$ cat src/rtl/acc_pkg.sv
// Shared accumulator-path widths and the requantisation helpers used by the
// bias, activation and pooling stages.
package acc_pkg;

  localparam int AB_BW  = 21;
  localparam int A_BW   = 8;
  localparam int SH_BW  = 4;
  localparam int CNT_BW = 10;

  localparam logic [A_BW-1:0] ACT_MAX = '1;

  // ReLU followed by round-half-up right shift; one extra bit keeps the add from wrapping.
  function automatic logic [AB_BW:0] relu_round_shift(input logic [AB_BW-1:0] x,
                                                      input logic [SH_BW-1:0] sh);
    logic [AB_BW:0] ext;
    logic [AB_BW:0] rnd;
    logic [AB_BW:0] one;
    one = {{AB_BW{1'b0}}, 1'b1};
    ext = {1'b0, x};
    rnd = (sh == '0) ? '0 : (one << (sh - 1'b1));
    if (x[AB_BW-1]) begin
      return '0;
    end
    return (ext + rnd) >> sh;
  endfunction

  function automatic logic [A_BW-1:0] sat_act(input logic [AB_BW:0] r);
    return (|r[AB_BW:A_BW]) ? ACT_MAX : r[A_BW-1:0];
  endfunction

endpackage

$ cat src/rtl/act_quant_lane.sv
// One activation lane: ReLU + rounding shift on the input side, unsigned
// saturation on the registered side of the pipeline.
module act_quant_lane
  import acc_pkg::*;
(
  input  logic [AB_BW-1:0] i_x,
  input  logic [SH_BW-1:0] i_shift,
  output logic [AB_BW:0]   o_r,
  input  logic [AB_BW:0]   i_r,
  output logic [A_BW-1:0]  o_act
);

  assign o_r   = relu_round_shift(i_x, i_shift);
  assign o_act = sat_act(i_r);

endmodule

$ cat src/rtl/act_quant.sv
// Three-lane activation requantiser: 2-stage valid/ready pipeline with a
// per-frame beat counter that marks the final beat with o_last.
module act_quant
  import acc_pkg::*;
(
  input  logic              clk,
  input  logic              rst_n,
  input  logic              i_clear,
  input  logic              i_valid,
  output logic              o_ready,
  input  logic [AB_BW-1:0]  i_acc_bias0,
  input  logic [AB_BW-1:0]  i_acc_bias1,
  input  logic [AB_BW-1:0]  i_acc_bias2,
  input  logic [SH_BW-1:0]  i_shift,
  input  logic [CNT_BW-1:0] i_num_out,
  output logic              o_valid,
  input  logic              i_ready,
  output logic [A_BW-1:0]   o_act0,
  output logic [A_BW-1:0]   o_act1,
  output logic [A_BW-1:0]   o_act2,
  output logic              o_last
);

  localparam int LANES = 3;

  logic [AB_BW-1:0]  acc_in   [LANES];
  logic [AB_BW:0]    r_next   [LANES];
  logic [AB_BW:0]    s1_r_reg [LANES];
  logic [A_BW-1:0]   act_next [LANES];
  logic [A_BW-1:0]   act_reg  [LANES];

  logic              s1_valid_reg;
  logic              o_valid_reg;
  logic              o_last_reg;
  logic [CNT_BW-1:0] cnt_reg;
  logic [CNT_BW-1:0] cnt_next;
  logic [CNT_BW-1:0] lim_m1;
  logic              last_next;
  logic              adv;

  assign acc_in[0] = i_acc_bias0;
  assign acc_in[1] = i_acc_bias1;
  assign acc_in[2] = i_acc_bias2;

  // Whole pipeline moves together; only a held output beat can stall it.
  assign adv     = !o_valid_reg || i_ready;
  assign o_ready = adv;

  // A frame length of 0 behaves as 1, so every beat is last.
  always_comb begin
    lim_m1    = (i_num_out == '0) ? '0 : i_num_out - 1'b1;
    last_next = (cnt_reg == lim_m1);
    cnt_next  = last_next ? '0 : cnt_reg + 1'b1;
  end

  generate
    for (genvar gi = 0; gi < LANES; gi++) begin : g_lane
      act_quant_lane u_lane (
        .i_x     (acc_in[gi]),
        .i_shift (i_shift),
        .o_r     (r_next[gi]),
        .i_r     (s1_r_reg[gi]),
        .o_act   (act_next[gi])
      );

      always_ff @(posedge clk or negedge rst_n) begin
        if (!rst_n) begin
          s1_r_reg[gi] <= '0;
          act_reg[gi]  <= '0;
        end else if (adv) begin
          if (i_valid) begin
            s1_r_reg[gi] <= r_next[gi];
          end
          if (s1_valid_reg) begin
            act_reg[gi] <= act_next[gi];
          end
        end
      end
    end
  endgenerate

  always_ff @(posedge clk or negedge rst_n) begin
    if (!rst_n) begin
      s1_valid_reg <= 1'b0;
      o_valid_reg  <= 1'b0;
      o_last_reg   <= 1'b0;
      cnt_reg      <= '0;
    end else if (i_clear) begin
      s1_valid_reg <= 1'b0;
      o_valid_reg  <= 1'b0;
      o_last_reg   <= 1'b0;
      cnt_reg      <= '0;
    end else if (adv) begin
      s1_valid_reg <= i_valid;
      o_valid_reg  <= s1_valid_reg;
      o_last_reg   <= s1_valid_reg && last_next;
      if (s1_valid_reg) begin
        cnt_reg <= cnt_next;
      end
    end
  end

  assign o_valid = o_valid_reg;
  assign o_last  = o_last_reg;
  assign o_act0  = act_reg[0];
  assign o_act1  = act_reg[1];
  assign o_act2  = act_reg[2];

endmodule

$ cat config.mk
export PLATFORM = sky130hd
export DESIGN_NAME = act_quant
export DESIGN_NICKNAME = d
export VERILOG_FILES = /design/src/rtl/acc_pkg.sv /design/src/rtl/act_quant_lane.sv /design/src/rtl/act_quant.sv
export SDC_FILE = /design/constraint.sdc
export NUM_CORES = 1
export LEC_CHECK = 0
export CAP_MARGIN = 30
export CORE_ASPECT_RATIO = 1.5
export CORE_MARGIN = 5
export CORE_UTILIZATION = 30
export DETAILED_ROUTE_END_ITERATION = 10
export PLACE_DENSITY = 0.55
export SYNTH_ARGS = -nofsm -noshare
export SYNTH_HDL_FRONTEND = slang
export SYNTH_HIERARCHICAL = 1
export SYNTH_SLANG_ARGS = --single-unit
$ cat constraint.sdc
create_clock -name clk -period 2.48 [get_ports clk]
set_input_delay 0.248 -clock clk [delete_from_list [all_inputs] [get_ports clk]]
set_output_delay 0.248 -clock clk [all_outputs]
set_load 0.1 [all_outputs]
==> metrics.csv, run 1 <==
stage,metric,value,unit
run_status,status,finished with violations,
run_status,failed_checks,negative setup slack,
critical_path,endpoint_kind,flop,
placement,post-place-ws,-1.53,ns
cells_and_area,layout-drive-gt1-share,48.8,%
detailed_routing,vias,13600,
floorplan,initial_core_util,30.4,%
synthesis,yosysTopAreaCellShare,21.5,%
critical_path,path_max_fanout,8,
placement,dp_cells,2416,
detailed_routing,wl,45700,um
critical_path,required,2.71,ns
global_route,grt_use_total,19.8,%
sta,final.setup_skew,0.0110,ns
sta,slew_headroom,61.2,%
floorplan,die_w,173,um
clock_tree,clkLatencyLatePin,0.35,ns
sta,post-route-period-util,135,%
sta,slew_violations,0,
synthesis,syn-cell-area,12000,um^2
sta,worst_slew_pin_slew,0.574,ns
floorplan,dieArea,44100,um^2
global_route,grt_overflow_total,0,
power_and_ir_drop,p_leak,8.77,nW
critical_path,startpoint,i_shift[3],
synthesis,synth_fa_ha_area_share,5.72,%
synthesis,ys_warn_count,6,
critical_path,critPathArrivalTime,3.57,ns
detailed_routing,drc,0,
floorplan,die_h,255,um
synthesis,synth_area_per_cell,7.94,um^2
synthesis,ys_seq_elements,103,
synthesis,synth_area_leader_cell,dfrtp_1,
synthesis,synth_compound_area_share,23.3,%
power_and_ir_drop,p_total,7.68,mW
floorplan,core_area,39400,um^2
critical_path,crit_end,s1_r_reg[32],
clock_tree,cts.sinks,103,
floorplan,core.rowCount,89,
sta,rsz0062_at_grt,yes,
synthesis,syn_inst,1508,
critical_path,timing.rr.start,cnt_reg[6],
critical_path,rrSetupSlack,-0.15,ns
cells_and_area,largest_register_ff_count,66,
placement,place.gp.congestion,0.939,
detailed_routing,drtPass1Iterations,5,
synthesis,ys.flop_type,dfrtp_1,
clock_tree,ctsHtreeMaxLevel,3,
critical_path,r2r-end,cnt_reg[2],
global_route,grt_pass1_vias,14200,
critical_path,slowest_stage,fa_2,
cells_and_area,nNetsFinal,2136,
synthesis,seq_area_frac_synth,21.5,%
global_route,grt_max_degree,57,
floorplan,ios,109,
detailed_routing,wl_per_cell,18.2,um
synthesis,ys_async_sr_fraction,100,%
critical_path,critPathMostFrequentCell,mux2_4,
cells_and_area,nFillCells,3644,
synthesis,yosys-top-cells-area,"dfrtp_1 22%, mux2_2 8.2%, mux2i_1 6.2%",
sta,min_period,3.34,ns
synthesis,synth-simple-area-share,23.7,%
cells_and_area,seq_area,2580,um^2
detailed_routing,drt_iter0_drc,661,
critical_path,cp_cell_sequence,"buf_12, buf_16, buf_4, nor3_2, ha_2, inv_2, fa_2, nand2b_4, a21o_4, a211oi_4, o31ai_2, xnor2_2, mux2_4, mux2_4, a221o_1, mux2_2",
global_route,grt_pass1_wl,72400,um
cells_and_area,diodes,0,
synthesis,synth_edf_count,0,
run,max_cap_violations,0,
cells_and_area,area_delta_synth_final,65.1,%
critical_path,startpoint_type,input port,
critical_path,ff2ff_path_depth,8,
synthesis,synth_top_family_by_area,simple AND/OR/NAND/NOR gates,
clock_tree,clkTransAtPathRegs,0.08,ns
clock_tree,cts_buffer_depth,2,
power_and_ir_drop,ir_worst_vdd,0.273,mV
detailed_routing,drtAntennaViolNets,0,
worst_hold_path,hold_class,input port to asynchronous set/reset pin,
sta,finalHoldViolCount,0,
power_and_ir_drop,p_per_area,388,nW/um^2
placement,io_buffer_count,108,
cells_and_area,final_cells,2506,
synthesis,synth_xor_area_share,3.80,%
detailed_routing,viasPerCell,5.44,
global_route,antenna_found_initial,0,
critical_path,crit_type,input port to flop,
cells_and_area,multi_input_area,11100,um^2
clock_tree,root_buffer,clkbuf_16,
sta,setup_violations,74,
sta,setup_slack,-0.864,ns
synthesis,ys_types,91,
critical_path,crit_path_max_incr_delay,0.34,ns
sta,max_freq,0.299,GHz
clock_tree,tritoncts,yes,
placement,detailed_place_hpwl,34800,um
synthesis,synth_mux_area_share,17.0,%
clock_tree,numCtsBuffers,9,
cells by family after synthesis:
family,after synthesis
other cells,3
compound gates,386
flops,103
mux,176
buf+inv,139
simple gates,596
xor+xnor,52
fa+ha+maj,53
layout make-up:
| type | instances | area share [%] |
|---|---|---|
| well taps | 500 | 3.16 |
| repair buffers | 575 | 24.8 |
| flip-flops and latches | 103 | 13.1 |
| clock inverters | 7 | 0.449 |
| multi-input cells | 1270 | 56.3 |
| inverters | 42 | 1.08 |
| clock buffers | 9 | 1.14 |
worst min-delay path by stage:
stage,from,endpoint,depth (start not counted)
floorplan,rst_n,cnt_reg[0],0
global placement,rst_n,cnt_reg[9],1
detailed placement,rst_n,o_last,1
CTS,rst_n,o_valid,2
global route,rst_n,o_valid,2
finish,rst_n,o_valid,2
where the power goes:
part,switching (mW),leakage (nW),internal (mW)
clock network,0.693,0.155,0.807
logic,2.33,7.28,1.84
registers,0.125,1.33,1.89
total,3.14,8.77,4.54
synth_stat cells (6+ instances only):
cell / instances
a211o_1: 12
a211oi_1: 30
a211oi_2: 6
a21o_1: 43
a21oi_1: 91
a221o_1: 7
a31oi_1: 12
a32o_1: 10
and2_1: 17
and3_1: 8
buf_1: 15
buf_2: 8
clkbuf_1: 66
clkinv_1: 6
dfrtp_1: 103
ha_1: 50
inv_1: 34
mux2_2: 87
mux2i_1: 74
mux4_2: 13
nand2_1: 186
nand2b_1: 11
nand3_1: 32
nand4_1: 23
nor2_1: 161
nor2b_1: 18
nor3_1: 40
nor4_1: 19
o211ai_1: 17
o21a_1: 7
o21ai_0: 45
o221ai_1: 6
o2bb2ai_1: 11
o31ai_1: 8
or2_2: 31
or3_1: 25
xnor2_1: 38
xor2_1: 14
placed cells by master, fill, tap and decap left out, types with 20 or more instances in the layout:
cell             synthesis  final
a21o_1                  43     41
nand3_1                 32     20
nand2_1                186    157
buf_6                    4     41
or2_2                   31     28
ha_1                    50     24
ha_4                     0     21
a21oi_1                 91     53
a21oi_2                  2     28
nand4_1                 23     23
mux2i_1                 74     56
inv_1                   34     23
nor2_1                 161    121
mux2_4                   0     39
o21ai_0                 45     33
mux2_2                  87     50
buf_4                    3    437
or3_1                   25     20
nor3_1                  40     30
xnor2_1                 38     23
dfrtp_1                103    102
nor2_2                   0     23
clkdlybuf4s50_1          0     70
layer usage:
layer / share of wire, % / global-route usage [%] / up-vias
li1: - / - / 6561
met1: 38 / 21.6 / 6594
met2: 54 / 38.2 / 354
met3: 3.4 / 2.03 / 123
met4: 5.0 / 9.58 / 0
met5: 0 / 0 / -
critical path: cells and delay by family:
kind / cells / cell delay, ns
buf+inv: 4 / 0.44
compound gates: 4 / 0.99
simple gates: 2 / 0.31
mux: 3 / 0.84
fa+ha+maj: 2 / 0.55
xor+xnor: 1 / 0.18
per-stage QoR:
step	TNS, ns	area [um^2]	utilization, %	hold WS (ns)
final	-45.86	19800	50.2	0.295
after global routing	-52.40	19800	50.2	0.300
after CTS	-42.98	18900	48.0	0.298
after detailed placement	-87.57	16700	42.5	0.120
after global placement	-85.06	16700	42.5	0.119
after floorplan	-45.29	12800	-	-0.0476
what timing repair did:
action | 4_1_cts | 5_1_grt
pin swaps | 133 | 89
cloned | 3 | 0
setup endpoints to repair | 74 | 74
hold endpoints to repair | 12 | 0
resized for setup | 301 | 137
buffers inserted | 50 | 24
hold buffers | 1 | 0
No activity file was read; power rests on OpenSTA's default activity.
==> run 2, diff against run 1 <==
--- a/config.mk
+++ b/config.mk
@@ -10,6 +10,7 @@
 export CORE_MARGIN = 5
 export CORE_UTILIZATION = 30
 export DETAILED_ROUTE_END_ITERATION = 10
+export HOLD_SLACK_MARGIN = 0.06
 export PLACE_DENSITY = 0.55
 export SYNTH_ARGS = -nofsm -noshare
 export SYNTH_HDL_FRONTEND = slang
==> results of run 2 <==
No change in the layout: final DEF, timing and power equal those of run 1.
